--- config.mk ---
export PLATFORM = sky130hd
export DESIGN_NAME = cruce_peatonal
export DESIGN_NICKNAME = d
export VERILOG_FILES = /design/src/rtl/cruce_peatonal.sv
export SDC_FILE = /design/constraint.sdc
export NUM_CORES = 1
export LEC_CHECK = 0
export ABC_CLOCK_PERIOD_IN_PS = 1500
export BUFFER_PORTS_ARGS = -buffer_cell sky130_fd_sc_hd__buf_2
export CAP_MARGIN = 25
export CELL_PAD_IN_SITES_DETAIL_PLACEMENT = 1
export CELL_PAD_IN_SITES_GLOBAL_PLACEMENT = 2
export CORE_ASPECT_RATIO = 1.2
export CORE_MARGIN = 1
export CORE_UTILIZATION = 31
export DETAILED_ROUTE_END_ITERATION = 10
export PLACE_DENSITY = 0.84
export SLEW_MARGIN = 25
export SYNTH_ARGS = -nofsm -noshare
export SYNTH_HDL_FRONTEND = slang
export SYNTH_SLANG_ARGS = --single-unit
--- constraint.sdc ---
create_clock -name clk -period 1.5 [get_ports clk]
set_input_delay 0.3 -clock clk [delete_from_list [all_inputs] [get_ports clk]]
set_output_delay 0.3 -clock clk [all_outputs]
set_load 0.03 [all_outputs]
--- src/rtl/cruce_peatonal.sv ---
// Two-street pedestrian crossing controller: Moore FSM with a phase timer and
// latched walk requests that can cut a green phase short after a minimum time.
//
// state      | meaning
// -----------+------------------------------------------
// ROJO_B     | all-red clearance before street A gets green
// A_VERDE    | A green, B red, walk across B
// A_AMARILLO | A amber, B red
// ROJO_A     | all-red clearance before street B gets green
// B_VERDE    | B green, A red, walk across A
// B_AMARILLO | B amber, A red
module cruce_peatonal #(
    parameter int CNT_W       = 8,
    parameter int T_VERDE     = 20,
    parameter int T_VERDE_MIN = 5,
    parameter int T_AMARILLO  = 4,
    parameter int T_ROJO      = 2
) (
    input  logic       clk,
    input  logic       reset,
    input  logic       enb,
    input  logic       btn_a,
    input  logic       btn_b,
    output logic [1:0] semaforo_a,
    output logic [1:0] semaforo_b,
    output logic       a_peatonal,
    output logic       b_peatonal,
    output logic [2:0] fase
);

    typedef enum logic [2:0] {
        ROJO_B     = 3'd0,
        A_VERDE    = 3'd1,
        A_AMARILLO = 3'd2,
        ROJO_A     = 3'd3,
        B_VERDE    = 3'd4,
        B_AMARILLO = 3'd5
    } state_t;

    localparam logic [CNT_W-1:0] FIN_VERDE    = CNT_W'(T_VERDE - 1);
    localparam logic [CNT_W-1:0] MIN_VERDE    = CNT_W'(T_VERDE_MIN - 1);
    localparam logic [CNT_W-1:0] FIN_AMARILLO = CNT_W'(T_AMARILLO - 1);
    localparam logic [CNT_W-1:0] FIN_ROJO     = CNT_W'(T_ROJO - 1);

    state_t           state;
    state_t           nxt;
    logic             fin;
    logic [CNT_W-1:0] timer;
    logic             req_a;
    logic             req_b;
    logic [5:0]       luces;

    // {semaforo_a, semaforo_b, a_peatonal, b_peatonal} for a given state
    function automatic logic [5:0] decode(input state_t s);
        case (s)
            A_VERDE:    decode = {2'b10, 2'b00, 1'b0, 1'b1};
            A_AMARILLO: decode = {2'b01, 2'b00, 1'b0, 1'b0};
            B_VERDE:    decode = {2'b00, 2'b10, 1'b1, 1'b0};
            B_AMARILLO: decode = {2'b00, 2'b01, 1'b0, 1'b0};
            default:    decode = {2'b00, 2'b00, 1'b0, 1'b0};
        endcase
    endfunction

    always_comb begin
        nxt = ROJO_B;
        fin = 1'b0;
        case (state)
            ROJO_B: begin
                nxt = A_VERDE;
                fin = (timer == FIN_ROJO);
            end
            A_VERDE: begin
                nxt = A_AMARILLO;
                fin = (timer == FIN_VERDE) || (req_a && (timer >= MIN_VERDE));
            end
            A_AMARILLO: begin
                nxt = ROJO_A;
                fin = (timer == FIN_AMARILLO);
            end
            ROJO_A: begin
                nxt = B_VERDE;
                fin = (timer == FIN_ROJO);
            end
            B_VERDE: begin
                nxt = B_AMARILLO;
                fin = (timer == FIN_VERDE) || (req_b && (timer >= MIN_VERDE));
            end
            B_AMARILLO: begin
                nxt = ROJO_B;
                fin = (timer == FIN_AMARILLO);
            end
            default: begin
                nxt = ROJO_B;
                fin = 1'b1;
            end
        endcase
    end

    always_ff @(posedge clk) begin
        if (reset) begin
            state <= ROJO_B;
            timer <= '0;
            req_a <= 1'b0;
            req_b <= 1'b0;
            luces <= decode(ROJO_B);
        end else if (enb) begin
            if (btn_a && (state != B_VERDE)) req_a <= 1'b1;
            if (btn_b && (state != A_VERDE)) req_b <= 1'b1;
            if (fin) begin
                state <= nxt;
                timer <= '0;
                luces <= decode(nxt);
                // Serving a request clears it even if the button is pressed on the same edge
                if (nxt == B_VERDE) req_a <= 1'b0;
                if (nxt == A_VERDE) req_b <= 1'b0;
            end else begin
                timer <= timer + 1'b1;
            end
        end
    end

    assign semaforo_a = luces[5:4];
    assign semaforo_b = luces[3:2];
    assign a_peatonal = luces[1];
    assign b_peatonal = luces[0];
    assign fase       = state;

endmodule
# Word level (Yosys, flattened, before mapping)
# Index checks and enable logic that the tools add are counted.
# totals
regBits,19
latch_bits,0
mem_bits_rw,0
rom_bits,0
in_bits,5
output_inout_bits,9
n_memories,0
# op_classes
addsub,1
n_mul,0
div_mod_pow,0
n_lt_le_gt_ge,1
n_eq_ne,14
shift,0
mux,10
bitwise_logic,0
reduce_logical,10
# op_table
op,count
one-hot mux 6 bit (4 select lines),1
one-hot mux 3 bit (5 select lines),1
"equality test 3 bit, second input constant",4
"equality test 3 x 2 -> 1 bit, second input constant",3
"adder 8 x 1 -> 8 bit, second input constant",1
"equality test 8 x 1 -> 1 bit, second input constant",1
"equality test 8 x 2 -> 1 bit, second input constant",1
"equality test 8 x 5 -> 1 bit, second input constant",1
">= comparator 8 x 3 -> 1 bit, second input constant",1
2-to-1 mux 8 bit,1
"equality test 3 x 1 -> 1 bit, second input constant",2
2-to-1 mux 1 bit,6
logical AND 1 bit,4
one-hot mux 1 bit (4 select lines),1
OR reduction 2 bit,2
zero test 3 bit,1
"inequality test 3 x 1 -> 1 bit, second input constant",1
"inequality test 3 bit, second input constant",1
logical OR 1 bit,2
AND reduction 2 bit,1

# Depth between registers and ports, before layout
# depth
depth_word,5
ltp_mapped,6
ltp_nobuf,5

# Worst setup path before layout
# Ideal clock, no wire load.
# synth_timing
path_kind,flip-flop to flip-flop
from,"register state[2], in the netlist fase[2]"
to,register req_b
setup_time_ns,0.079
arrival_time_ns,1.683
required_time_ns,1.421
setup_slack_ns,-0.262
path_stages_with_launch,6
cell_sequence,dfxtp_1 nor3b_2 mux2_4 o21ai_4 nand2_4 a211oi_2
# synth_between
elab_chain_cells,5
word_cells_on_any_way,16
cone_classes,7 x eq/ne; 5 x mux; 4 x reduce/logical
# synth_rtl
element,line,source
from (decl),45,state_t state;
from (signal assigned),110,state <= nxt;
"equality test 3 bit, or another cell as far along",67,case (state)
one-hot mux 3 bit (5 select lines) or logical AND 1 bit (tied branches),"67, 108",
equality test 3 x 1 -> 1 bit or 2-to-1 mux 1 bit (tied branches),"115, 108",
2-to-1 mux 1 bit,115,if (nxt == A_VERDE) req_b <= 1'b0;
2-to-1 mux 1 bit *,109,if (fin) begin
to (signal assigned),104,req_b <= 1'b0;
to (signal assigned),108,if (btn_b && (state != A_VERDE)) req_b <= 1'b1;
to (signal assigned),115,
to (decl),50,logic req_b;
# Every way passes the cells marked *; elsewhere a longest branch is shown, timed or not.
# A chain may end at the register's enable or synchronous reset.

# Final worst setup path
# layout_timing
from,register timer[3]
to,register luces[2]
# layout_between
elab_chain_cells,5
word_cells_on_any_way,10
cone_classes,1 x order compare; 3 x eq/ne; 1 x mux; 5 x reduce/logical
# layout_rtl
element,line,source
from (decl),48,logic [CNT_W-1:0] timer;
from (signal assigned),117,timer <= timer + 1'b1;
>= comparator 8 x 3 -> 1 bit,"74, 86",
"logical AND 1 bit, on equally long branches","86, 74",
"logical OR 1 bit, on equally long branches","86, 74",
one-hot mux 1 bit (4 select lines) *,67,
AND reduction 2 bit (no source line) *,--,
to (signal assigned),105,luces <= decode(ROJO_B);
to (signal assigned),112,luces <= decode(nxt);
to (decl),51,logic [5:0] luces;
# Marks and branches as above.

==> results_dict.tcl <==
set metrics [dict create \
    hold_path_depth 3 \
    max_freq_mhz 596.8 \
    regToRegSetupSlack_ns -0.18 \
    critPathRequiredTime_ns 1.75 \
    initial_utilization_pct 33.57 \
    cts.sink_count 17 \
    die-area_sq_um 3636 \
    grt.total_usage_pct 20.33 \
    power.ir.vdd_worst_uv 423.6 \
    pin_count 14 \
    postSynthCellCount 112 \
    dp_hpwl_microns 2329 \
    synth_top_cell_by_area "dfxtp_1" \
    clock_tree.root_cell "clkbuf_4" \
    synth_seq_area_share_pct 32.30 \
    grt_overflow 0 \
    hold_viol_final 0 \
    vias 1066 \
    grt_setup_unrepaired "yes" \
    hp-class "in2reg" \
    fillCellCount 363 \
    timing.critical_path.arrival_ns 1.93 \
    final.min_clock_period_ns 1.676 \
    numPortBuffers 13 \
    fin_skew_ns 0.01222 \
    clock_tree_from_tritoncts "yes" \
    chipHeight_microns 65.86 \
    synth_seq_cells 17 \
    setup_tns_ns -1.460 \
    finalWeightedCongestion 0.8000 \
    synth_top_cells_by_area "dfxtp_1 (32%), a21oi_1 (5.2%), nor3_2 (4.8%)" \
    cts_hold_repair.buffers 0 \
    post-route-period-util_pct 111.7 \
    critPathLaunch "timer[3]" \
    max-cap-violations 0 \
    ant_nets 0 \
    syn_nets 119 \
    die_width_microns 55.22 \
    floorplan.rows 22 \
    timing.slew.headroom_pct 73.79 \
    path_max_fanout 5 \
    cp-start-kind "register" \
    clk_path_buf_depth 2 \
    drive_above_1_share_pct 60.76 \
    setup_ws_ns -0.1756 \
    setup_viol 16 \
    power.static_leakage_nw 0.6262 \
    hold_end "req_a" \
    synth_area_per_cell_sq_um 9.406 \
    drt-pass1-iter-count 4 \
    via_per_inst 5.495 \
    initialDrtViolationCount 15 \
    grt_first_pass_wirelength_microns 5692 \
    power.density_nw_per_um2 601.9 \
    p_total_uw 958.6 \
    wl_per_cell_microns 17.88 \
    finish.utilization_pct 50.76 \
    violations "setup timing" \
    worstSetupPathType "reg2reg" \
    synth_top_area_share_pct 32.30 \
    area_delta_synth_final_pct 51.19 \
    nets 166 \
    drt_drc_violations_left 0 \
    final_max_slew_viol_count 0 \
    end_kind "register" \
    cts_htree_levels 1 \
    worst_r2r_endpoint "luces[2]" \
    pin_count_of_the_biggest_net_entering_global_routing 15 \
    netlist-cell-type-count 46 \
    layoutNonFillerInstCount 194 \
    first_global_vias 1182 \
    r2r.worst_path.cells 6 \
    worstMarginPinSlew_ns 0.3931 \
    placeableCoreArea_sq_um 3138 \
    cts_made_buffers 3 \
    worstSkewPairLatency_ns 0.30 \
    place_inst 180 \
    synth_area_sq_um 1054 \
    diodes 0 \
    synth.yosys.warnings 0 \
    reg2reg_from "timer[3]" \
    cts.clk_slew.worst_paths_ns 0.12 \
    initial_antenna_violation_count 0 \
    postRouteWirelength_microns 3468 \
    hold_path.startpoint "btn_a" \
    outcome "finished with violations" \
]
[layout by cell type (no fill, tap or decap), types with 2 or more instances in the layout]
master     count
a21oi_1        7
and2b_1        2
a31oi_1        3
nand3_1        3
nor2_2         2
clkbuf_4       3
dfxtp_4        3
nor2_1         3
a21oi_2        4
o21ai_1        4
dfxtp_2        4
o21ai_2        2
xor2_1         3
buf_4         32
o2111ai_1      2
nand2_1        5
buf_2         13
ha_1           2
nor3_2         3
nor3_4         2
buf_6          5
nand3_2        5
and3_1         2
inv_1          3
dfxtp_1       10
[through the flow]
stage	setup WS [ns]	cell area, sq um	hold WS [ns]
finish	-0.1756	1593	0.3470
detailed placement	-0.1784	1339	0.4717
global route	-0.2179	1593	0.3545
CTS	-0.09446	1531	0.3329
global placement	-0.1218	1339	0.4599
floorplan	-0.1288	1079	0.5109
[cells in the mapped netlist, drive strengths merged]
| library cell | n |
|---|---|
| nor4 | 1 |
| and3b | 1 |
| xnor2 | 2 |
| o22ai | 2 |
| a31oi | 3 |
| clkbuf | 3 |
| a32o | 1 |
| nor2 | 5 |
| a311oi | 1 |
| a2bb2oi | 1 |
| nor3b | 1 |
| a22oi | 1 |
| o21ai | 8 |
| nor3 | 6 |
| buf | 5 |
| a21o | 1 |
| o21a | 1 |
| and4 | 2 |
| a211oi | 1 |
| nand2b | 1 |
| mux2 | 1 |
| o2111ai | 2 |
| dfxtp | 17 |
| a21oi | 12 |
| nand2 | 6 |
| and2b | 2 |
| ha | 2 |
| or2b | 1 |
| nand3 | 8 |
| nand4 | 1 |
| a32oi | 1 |
| xor2 | 3 |
| nand4b | 1 |
| a211o | 1 |
| mux2i | 1 |
| inv | 3 |
| and3 | 2 |
| a2111oi | 1 |
[power by group]
part           total, mW  switching [mW]  internal, mW
Clock              0.262           0.163        0.0995
Sequential         0.479          0.0186         0.460
Combinational      0.218           0.121        0.0971
Total              0.959           0.302         0.657
[critical path: stages (launching register included)]
cell and delay [ns]:
dfxtp_2 0.35, nor4_4 0.41, and4_4 0.32, a32o_2 0.22, buf_4 0.14, o21ai_2 0.06, a21oi_2 0.13
[repair_timing]
| action | 4_1_cts | 5_1_grt |
|---|---|---|
| gates resized for setup | 25 | 11 |
| endpoints found under the setup margin | 17 | 17 |
| pin swaps | 15 | 15 |
| buffers inserted | 8 | 2 |
[worst max path at each step]
stage	slack, ns	to	cells after the start
after floorplan	-0.13	req_b	6
after global placement	-0.12	req_b	6
after detailed placement	-0.18	req_b	6
after CTS	-0.09	fase[2]	7
after global routing	-0.22	luces[2]	6
final	-0.18	luces[2]	6
[sequential cells by signal (all words and copies together), names as in the netlist]
name / flops
timer: 8
req_b: 1
req_a: 1
luces: 4
fase: 3
[layout make-up]
type | count | area [sq um] | share of cell area, %
Tap cell | 36 | 45.04 | 2.828
Clock inverter | 1 | 5.005 | 0.3142
Timing Repair Buffer | 50 | 361.6 | 22.70
Clock buffer | 3 | 22.52 | 1.414
Inverter | 3 | 11.26 | 0.7070
Sequential cell | 17 | 356.6 | 22.39
Multi-Input combinational cell | 84 | 790.8 | 49.65
[logic make-up after synthesis]
logic type | synth area share (%)
AND/OR/NAND/NOR | 24.70
XOR/XNOR | 4.870
adder cells (fa/ha/maj) | 2.375
multiplexers | 2.375
buffers and inverters | 6.056
flip-flops | 32.30
AO/OA/AOI/OAI | 27.32
[routing by layer]
metal | GRT usage [%] | share of wire, % | vias to the layer above | routed length, microns
met5 | 0 | 0 | - | 0
met4 | 11.88 | 3.2 | 0 | 112
met3 | 3.131 | 2.6 | 12 | 89
met2 | 39.01 | 56 | 27 | 1947
met1 | 20.76 | 38 | 517 | 1318
li1 | - | - | 510 | -
Note: power is estimated with default switching activity, not from simulation.
